<file path="src/rtl/cic_dec_ctrl_if.sv">
// Decimation-change request channel between a requester and cic_dec_ctrl.
// A request transfers on a clock edge where cfg_valid && cfg_ready; the requester holds cfg_valid/cfg_dec stable until then.
interface cic_dec_ctrl_if #(
  parameter int DEC_WIDTH = 4
);
  logic                 cfg_valid;
  logic [DEC_WIDTH:0]   cfg_dec;
  logic                 cfg_ready;
  logic                 cfg_err;

  modport master (output cfg_valid, output cfg_dec, input cfg_ready, input cfg_err);
  modport slave  (input cfg_valid, input cfg_dec, output cfg_ready, output cfg_err);
endinterface

</file>
<file path="src/rtl/cic_dec_ctrl.sv">
// Run-time controller for the CIC decimator: drain, flush and settle on every decimation change.
// Optional statistics counters are built when CIC_CTRL_STATS_EN is defined.
module cic_dec_ctrl #(
  parameter int DATA_WIDTH     = 16,
  parameter int MAX_DEC_FACTOR = 16,
  parameter int DEC_WIDTH      = $clog2(MAX_DEC_FACTOR),
  parameter int Q              = 1,
  parameter int N              = 1,
  parameter int RESET_DEC      = 1,
  parameter int DRAIN_CYCLES   = 4,
  parameter int FLUSH_CYCLES   = 2,
  parameter int CNT_WIDTH      = 16
) (
  input  logic                  clk,
  input  logic                  rst,
  cic_dec_ctrl_if.slave         cfg,
  output logic                  busy,
  input  logic                  in_valid,
  input  logic [DATA_WIDTH-1:0] in_data,
  output logic                  cic_valid_in,
  output logic [DATA_WIDTH-1:0] cic_in,
  output logic [DEC_WIDTH:0]    cic_dec_factor,
  output logic                  cic_rst_n,
  input  logic                  cic_valid_out,
  input  logic [DATA_WIDTH-1:0] cic_out,
  input  logic                  cic_overflow,
  input  logic                  cic_underflow,
  output logic                  out_valid,
  output logic [DATA_WIDTH-1:0] out_data,
  output logic                  sat_flag,
  input  logic                  sat_clr,
  output logic [CNT_WIDTH-1:0]  drop_cnt,
  output logic [CNT_WIDTH-1:0]  sat_cnt,
  output logic [1:0]            dbg_state
);

  typedef enum logic [1:0] {FLUSH = 2'd0, SETTLE = 2'd1, RUN = 2'd2, DRAIN = 2'd3} state_t;

  localparam int DRAIN_LD_I  = DRAIN_CYCLES - 1;
  localparam int FLUSH_LD_I  = FLUSH_CYCLES - 1;
  localparam int SETTLE_LD_I = Q * N;
  localparam int MAX_DF      = (DRAIN_LD_I > FLUSH_LD_I) ? DRAIN_LD_I : FLUSH_LD_I;
  localparam int CNT_MAX     = (MAX_DF > SETTLE_LD_I) ? MAX_DF : SETTLE_LD_I;
  localparam int CW          = (CNT_MAX < 1) ? 1 : $clog2(CNT_MAX + 1);

  localparam logic [CW-1:0]        DRAIN_LD  = CW'(DRAIN_LD_I);
  localparam logic [CW-1:0]        FLUSH_LD  = CW'(FLUSH_LD_I);
  localparam logic [CW-1:0]        SETTLE_LD = CW'(SETTLE_LD_I);
  localparam logic [CW-1:0]        CNT_ONE   = CW'(1);
  localparam logic [DEC_WIDTH:0]   DEC_ONE   = (DEC_WIDTH+1)'(1);
  localparam logic [DEC_WIDTH:0]   DEC_RST   = (DEC_WIDTH+1)'(RESET_DEC);

  state_t               state, state_nx;
  logic [CW-1:0]        cnt, cnt_nx;
  logic [DEC_WIDTH:0]   dec_q, dec_nx, pend_q, pend_nx;
  logic                 err_q, err_nx;
  logic                 rst_n_q;
  logic                 pass;
  logic                 sat_hit;

  // Legal factors are the powers of two up to MAX_DEC_FACTOR.
  function automatic logic is_legal(input logic [DEC_WIDTH:0] d);
    return (d != '0) && ((d & (d - DEC_ONE)) == '0) && (int'(d) <= MAX_DEC_FACTOR);
  endfunction

  always_comb begin
    state_nx = state;
    cnt_nx   = cnt;
    dec_nx   = dec_q;
    pend_nx  = pend_q;
    err_nx   = 1'b0;
    case (state)
      RUN: begin
        if (cfg.cfg_valid) begin
          if (!is_legal(cfg.cfg_dec)) begin
            err_nx = 1'b1;
          end else if (cfg.cfg_dec != dec_q) begin
            pend_nx  = cfg.cfg_dec;
            cnt_nx   = DRAIN_LD;
            state_nx = DRAIN;
          end
        end
      end
      DRAIN: begin
        if (cnt == '0) begin
          dec_nx   = pend_q;
          cnt_nx   = FLUSH_LD;
          state_nx = FLUSH;
        end else begin
          cnt_nx = cnt - CNT_ONE;
        end
      end
      FLUSH: begin
        if (cnt == '0) begin
          cnt_nx   = SETTLE_LD;
          state_nx = SETTLE;
        end else begin
          cnt_nx = cnt - CNT_ONE;
        end
      end
      SETTLE: begin
        // Outputs emerging after a flush are masked until Q*N of them have passed.
        if (cic_valid_out) begin
          if (cnt == '0) state_nx = RUN;
          else           cnt_nx   = cnt - CNT_ONE;
        end
      end
      default: state_nx = FLUSH;
    endcase
  end

  always_ff @(posedge clk or posedge rst) begin
    if (rst) begin
      state    <= FLUSH;
      cnt      <= FLUSH_LD;
      dec_q    <= DEC_RST;
      pend_q   <= DEC_RST;
      err_q    <= 1'b0;
      rst_n_q  <= 1'b0;
      sat_flag <= 1'b0;
    end else begin
      state   <= state_nx;
      cnt     <= cnt_nx;
      dec_q   <= dec_nx;
      pend_q  <= pend_nx;
      err_q   <= err_nx;
      // Decoded from next state so the flush strobe toggles with the state register.
      rst_n_q <= (state_nx != FLUSH);
      if (sat_hit)      sat_flag <= 1'b1;
      else if (sat_clr) sat_flag <= 1'b0;
    end
  end

  assign pass           = (state == RUN) || (state == SETTLE);
  assign cic_valid_in   = in_valid & pass;
  assign cic_in         = in_data;
  assign cic_dec_factor = dec_q;
  assign cic_rst_n      = rst_n_q;
  assign cfg.cfg_ready  = (state == RUN);
  assign cfg.cfg_err    = err_q;
  assign busy           = (state != RUN);
  assign out_valid      = cic_valid_out & ((state == RUN) || (state == DRAIN) ||
                                           ((state == SETTLE) && (cnt == '0)));
  assign out_data       = cic_out;
  assign sat_hit        = out_valid & (cic_overflow | cic_underflow);
  assign dbg_state      = state;

`ifdef CIC_CTRL_STATS_EN
  localparam logic [CNT_WIDTH-1:0] STAT_ONE = CNT_WIDTH'(1);
  logic [CNT_WIDTH-1:0] drop_q, satc_q;

  always_ff @(posedge clk or posedge rst) begin
    if (rst) begin
      drop_q <= '0;
      satc_q <= '0;
    end else begin
      if (in_valid && !pass && (drop_q != '1)) drop_q <= drop_q + STAT_ONE;
      // A saturated output coinciding with the clear is counted after clearing.
      if (sat_clr)                         satc_q <= sat_hit ? STAT_ONE : '0;
      else if (sat_hit && (satc_q != '1))  satc_q <= satc_q + STAT_ONE;
    end
  end

  assign drop_cnt = drop_q;
  assign sat_cnt  = satc_q;
`else
  assign drop_cnt = '0;
  assign sat_cnt  = '0;
`endif

endmodule

</file>
<file path="src/flat_wrapper.sv">
// flat-port wrapper written by rule: the top's interface ports become plain ports
module cic_dec_ctrl_flat 
#(
  parameter int DATA_WIDTH     = 16,
  parameter int MAX_DEC_FACTOR = 16,
  parameter int DEC_WIDTH      = $clog2(MAX_DEC_FACTOR),
  parameter int Q              = 1,
  parameter int N              = 1,
  parameter int RESET_DEC      = 1,
  parameter int DRAIN_CYCLES   = 4,
  parameter int FLUSH_CYCLES   = 2,
  parameter int CNT_WIDTH      = 16
)
  (clk, rst, busy, in_valid, in_data, cic_valid_in, cic_in, cic_dec_factor, cic_rst_n, cic_valid_out, cic_out, cic_overflow, cic_underflow, out_valid, out_data, sat_flag, sat_clr, drop_cnt, sat_cnt, dbg_state, cfg_cfg_valid, cfg_cfg_dec, cfg_cfg_ready, cfg_cfg_err);
  cic_dec_ctrl_if #(.DEC_WIDTH(DEC_WIDTH)) cfg_i ();
  input  logic clk;
  input  logic rst;
  output logic busy;
  input  logic in_valid;
  input  logic [DATA_WIDTH-1:0] in_data;
  output logic cic_valid_in;
  output logic [DATA_WIDTH-1:0] cic_in;
  output logic [DEC_WIDTH:0] cic_dec_factor;
  output logic cic_rst_n;
  input  logic cic_valid_out;
  input  logic [DATA_WIDTH-1:0] cic_out;
  input  logic cic_overflow;
  input  logic cic_underflow;
  output logic out_valid;
  output logic [DATA_WIDTH-1:0] out_data;
  output logic sat_flag;
  input  logic sat_clr;
  output logic [CNT_WIDTH-1:0] drop_cnt;
  output logic [CNT_WIDTH-1:0] sat_cnt;
  output logic [1:0] dbg_state;
  input wire logic [$bits(cfg_i.cfg_valid)-1:0] cfg_cfg_valid;
  input wire logic [$bits(cfg_i.cfg_dec)-1:0] cfg_cfg_dec;
  output wire logic [$bits(cfg_i.cfg_ready)-1:0] cfg_cfg_ready;
  output wire logic [$bits(cfg_i.cfg_err)-1:0] cfg_cfg_err;
  assign cfg_i.cfg_valid = cfg_cfg_valid;
  assign cfg_i.cfg_dec = cfg_cfg_dec;
  assign cfg_cfg_ready = cfg_i.cfg_ready;
  assign cfg_cfg_err = cfg_i.cfg_err;
  cic_dec_ctrl #(.DATA_WIDTH(DATA_WIDTH), .MAX_DEC_FACTOR(MAX_DEC_FACTOR), .DEC_WIDTH(DEC_WIDTH), .Q(Q), .N(N), .RESET_DEC(RESET_DEC), .DRAIN_CYCLES(DRAIN_CYCLES), .FLUSH_CYCLES(FLUSH_CYCLES), .CNT_WIDTH(CNT_WIDTH)) u_core (.clk(clk), .rst(rst), .cfg(cfg_i), .busy(busy), .in_valid(in_valid), .in_data(in_data), .cic_valid_in(cic_valid_in), .cic_in(cic_in), .cic_dec_factor(cic_dec_factor), .cic_rst_n(cic_rst_n), .cic_valid_out(cic_valid_out), .cic_out(cic_out), .cic_overflow(cic_overflow), .cic_underflow(cic_underflow), .out_valid(out_valid), .out_data(out_data), .sat_flag(sat_flag), .sat_clr(sat_clr), .drop_cnt(drop_cnt), .sat_cnt(sat_cnt), .dbg_state(dbg_state));
endmodule
</file>
<file path="config.mk">
export PLATFORM = sky130hd
export DESIGN_NAME = cic_dec_ctrl_flat
export DESIGN_NICKNAME = d
export VERILOG_FILES = /design/src/rtl/cic_dec_ctrl_if.sv /design/src/rtl/cic_dec_ctrl.sv /design/src/flat_wrapper.sv
export SDC_FILE = /design/constraint.sdc
export NUM_CORES = 1
export LEC_CHECK = 0
export BUFFER_PORTS_ARGS = -buffer_cell sky130_fd_sc_hd__buf_2
export CORE_UTILIZATION = 39
export DETAILED_ROUTE_END_ITERATION = 10
export GPL_ROUTABILITY_DRIVEN = 0
export PLACE_DENSITY = 0.81
export REMOVE_ABC_BUFFERS = 1
export SLEW_MARGIN = 15
export SYNTH_ARGS = -nofsm -noshare
export SYNTH_HDL_FRONTEND = slang
export SYNTH_SLANG_ARGS = --single-unit
</file>
<file path="constraint.sdc">
create_clock -name clk -period 2.3 [get_ports clk]
set_input_delay 0 -clock clk [delete_from_list [all_inputs] [get_ports clk]]
set_output_delay 0 -clock clk [all_outputs]
set_load 0.005 [all_outputs]
</file>
==> impl_metrics.sql <==
INSERT INTO impl_metrics (metric_group, metric, value, unit) VALUES
('status', 'status', 'complete, no violations', ''),
('timing', 'hold_viol', '0', ''),
('pwr', 'cellPowerDensity', '1076', 'nW/um^2'),
('floorplan', 'chipHeight', '63.89', 'um'),
('timing', 'worst_pin_slew', '628.5', 'ps'),
('worst_hold_path', 'hold_startpoint', 'cic_out[5]', ''),
('synth', 'synthesis.area', '1494', 'sq um'),
('synth', 'synth_top_family_by_area', 'buffers and inverters', ''),
('timing', 'timing.clock.skew', '4.479', 'ps'),
('floorplan', 'die_area', '4082', 'sq um'),
('synth', 'sequential_element_share_of_the_synthesized_area', '28.73', '%'),
('setup_path', 'critPathLaunch', 'u_core.cic_dec_factor[0]', ''),
('synth', 'yosys.area_share.xor_xnor', '3.518', '%'),
('timing', 'fmax', '0.5415', 'GHz'),
('synth', 'synth_enable_flop_cells', '0', ''),
('routing', 'drt_pass1_iterations', '4', ''),
('clock_network', 'cts.clk_slew.worst_paths', '60', 'ps'),
('pwr', 'intPower', '0.0009082', 'W'),
('cells_and_area', 'final_cell_area', '1361', 'sq um'),
('grt', 'gr-usage-met2', '22.21', '%'),
('pwr', 'net-switching-power', '0.0005568', 'W'),
('cells_and_area', 'finalNetCount', '209', ''),
('grt', 'groute.usage.overall', '17.08', '%'),
('pwr', 'p_clk_share', '15.5', '%'),
('floorplan', 'start_util', '40.81', '%'),
('setup_path', 'top_fanout_value_on_the_critical_path', '7', ''),
('clock_network', 'cts_root_buf', 'clkbuf_8', ''),
('grt', 'grt_max_degree', '18', ''),
('timing', 'setup_total_negative_slack', '0', 'ps'),
('cells_and_area', 'antenna-diode-count', '0', ''),
('pwr', 'p_sw_share', '38.01', '%'),
('floorplan', 'die-width', '63.89', 'um'),
('placement', 'place_area', '1305', 'sq um'),
('synth', 'synth-main-ff-cell', 'dfrtp_1', ''),
('grt', 'grt_pass1_vias', '881', ''),
('cells_and_area', 'area.growth.synth_to_final', '-8.877', '%'),
('synth', 'synth_simple_gate_area_share', '8.878', '%'),
('grt', 'antenna_found_initial', '0', ''),
('worst_hold_path', 'min_to', 'out_data[5]', ''),
('synth', 'share_of_synthesized_cell_area_in_full_adder_half_adder_and_majority_cells', '5.025', '%'),
('setup_path', 'timing.critical_path.required', '2440', 'ps'),
('clock_network', 'tritoncts', 'done', ''),
('synth', 'syn_avg_cell_area', '9.279', 'sq um'),
('floorplan', 'floorplan.core_area', '3661', 'sq um'),
('clock_network', 'max-clock-path-buffers', '2', ''),
('setup_path', 'worst-endpoint-arrival', '1990', 'ps'),
('floorplan', 'placementRows', '22', ''),
('synth', 'synth.mux.area_fraction', '8.794', '%'),
('routing', 'drtIter0Drc', '17', ''),
('routing', 'totalWireLength', '3380', 'um'),
('timing', 'finalWorstPathRequiredPeriod', '1847', 'ps'),
('clock_network', 'worstSkewPairLatency', '260', 'ps'),
('synth', 'async_reset_ff_share', '100.0', '%'),
('clock_network', 'cts_resized', '0', ''),
('pwr', 'max-vdd-ir-drop', '0.4287', 'mV'),
('pwr', 'static_leakage', '0.7148', 'nW'),
('timing', 'max_slew_margin', '58.06', '%'),
('synth', 'synth_compound_area_share', '9.380', '%'),
('clock_network', 'tritoncts.num_buffers', '3', ''),
('worst_hold_path', 'hold_path.class', 'in2out', ''),
('grt', 'grt_util_met1', '20.46', '%'),
('synth', 'synthesis.instances', '161', ''),
('grt', 'gr_busiest_metal', 'met2', ''),
('grt', 'grt.overflow.total', '0', ''),
('pwr', 'comb_power_share', '46.9', '%'),
('setup_path', 'reg2reg_to', 'u_core.pend_q[1]', ''),
('timing', 'post-route-period-util', '80.29', '%'),
('cells_and_area', 'layout.core_utilization', '37.18', '%'),
('routing', 'drtAntennaViolNets', '0', ''),
('setup_path', 'worstSetupEndpointType', 'flop', ''),
('synth', 'synth.yosys.warnings', '0', '');
-- logic make-up (layout without fill, tap and decap cells) --
| family | count (synthesis) | in the layout |
|---|---|---|
| AND/OR/NAND/NOR | 25 | 25 |
| flip-flops | 17 | 17 |
| buffers and inverters | 75 | 40 |
| adder cells (fa/ha/maj) | 6 | 6 |
| multiplexers | 10 | 10 |
| other | 1 | 32 |
| AO/OA/AOI/OAI | 21 | 21 |
| XOR/XNOR | 6 | 6 |
-- worst max path at each step --
stage	end	slack, ps	cells after the start
finish	u_core.pend_q[1]	450	5
detailed placement	u_core.pend_q[4]	500	5
global placement	u_core.pend_q[1]	550	5
global route	u_core.pend_q[1]	300	5
floorplan	u_core.pend_q[1]	610	5
CTS	u_core.pend_q[2]	480	5
-- worst max-delay path: stages, from the launching register on --
cell and delay (ps):
dfstp_2 550, xor2_1 140, nor3_1 70, a22oi_1 190, and3_1 450, mux2_4 330
-- registers in the layout (all words and copies together) (netlist names) --
name	count
u_core.cnt	2
u_core.dbg_state	2
u_core.sat_flag	1
u_core.cfg.cfg_err	1
u_core.pend_q	5
u_core.cic_dec_factor	5
u_core.cic_rst_n	1
-- power by group through the flow --
stage	combinational, W	clock, W	sequential, W
after floorplan	0.000462	0	0.000539
after global placement	0.000657	0	0.000548
after detailed placement	0.000676	0	0.000547
after CTS	0.000689	0.000233	0.000548
after global routing	0.000767	0.000248	0.000569
final	0.000687	0.000227	0.000550
-- stage by stage --
step	hold slack, ps	setup slack (ps)	total power, W
finish	0.03554	453.4	0.001465
global route	0.02622	303.8	0.001583
CTS	0.04162	478.0	0.001470
detailed placement	0.04162	496.9	0.001222
global placement	0.04162	547.7	0.001204
floorplan	-76.12	605.5	0.001001
-- timing repair --
action | in CTS | in global routing
endpoints found under the hold margin | 14 | 0
buffers inserted | 0 | 0
hold buffers | 1 | 0
-- cell type report --
class | count | area [sq um]
clock inverter | 1 | 5.005
inverter | 9 | 33.78
sequential | 17 | 429.2
tap | 48 | 60.06
fill | 379 | 2300
multi-input combinational | 100 | 651.9
clock buffer | 3 | 41.29
timing repair buffer | 27 | 140.1
-- synth_stat cells, types with 2 or more instances --
cell	n	area share, %
inv_1	9	2.3
o21ai_0	2	0.67
a22oi_1	2	1.0
nand2_1	5	1.3
nor2_1	5	1.3
ha_1	6	5.0
mux2_4	5	5.0
o21bai_1	2	1.0
o221ai_1	2	1.2
or2_2	2	0.84
nor2b_1	3	1.3
mux2_2	5	3.8
a21oi_1	7	2.3
xor2_1	6	3.5
a211oi_1	2	1.0
nor3_1	3	1.0
nand2b_1	2	0.84
buf_4	64	32
dfrtp_1	14	23
dfstp_2	3	5.3
-- routing by layer --
layer  up-vias  share of wire (%)
met5         -                  0
met4         0                1.2
met3         5                 18
met2        78                 39
met1       436                 41
li1        421                  -
-- cells in the final DEF, fill, tap and decap left out --
| cell type | count |
|---|---|
| o221ai_1 | 2 |
| o21ai_2 | 1 |
| nand2b_1 | 2 |
| clkbuf_8 | 3 |
| dfrtp_1 | 14 |
| and2b_1 | 1 |
| inv_1 | 9 |
| dlygate4sd3_1 | 1 |
| a22o_1 | 1 |
| nor2_1 | 5 |
| buf_2 | 26 |
| a22oi_1 | 2 |
| xor2_1 | 6 |
| o21ai_0 | 2 |
| nor3b_1 | 1 |
| nor3_1 | 3 |
| a31oi_1 | 1 |
| a21oi_1 | 7 |
| mux2_2 | 5 |
| or2_2 | 2 |
| o21bai_1 | 2 |
| and4_1 | 1 |
| nand2_1 | 5 |
| clkinv_2 | 1 |
| mux2_4 | 5 |
| conb_1 | 32 |
| and2_1 | 1 |
| nor2b_1 | 3 |
| ha_1 | 6 |
| and3_1 | 1 |
| o2bb2ai_1 | 1 |
| a211oi_1 | 2 |
| dfstp_2 | 3 |
No activity file was read; power rests on OpenSTA's default activity.
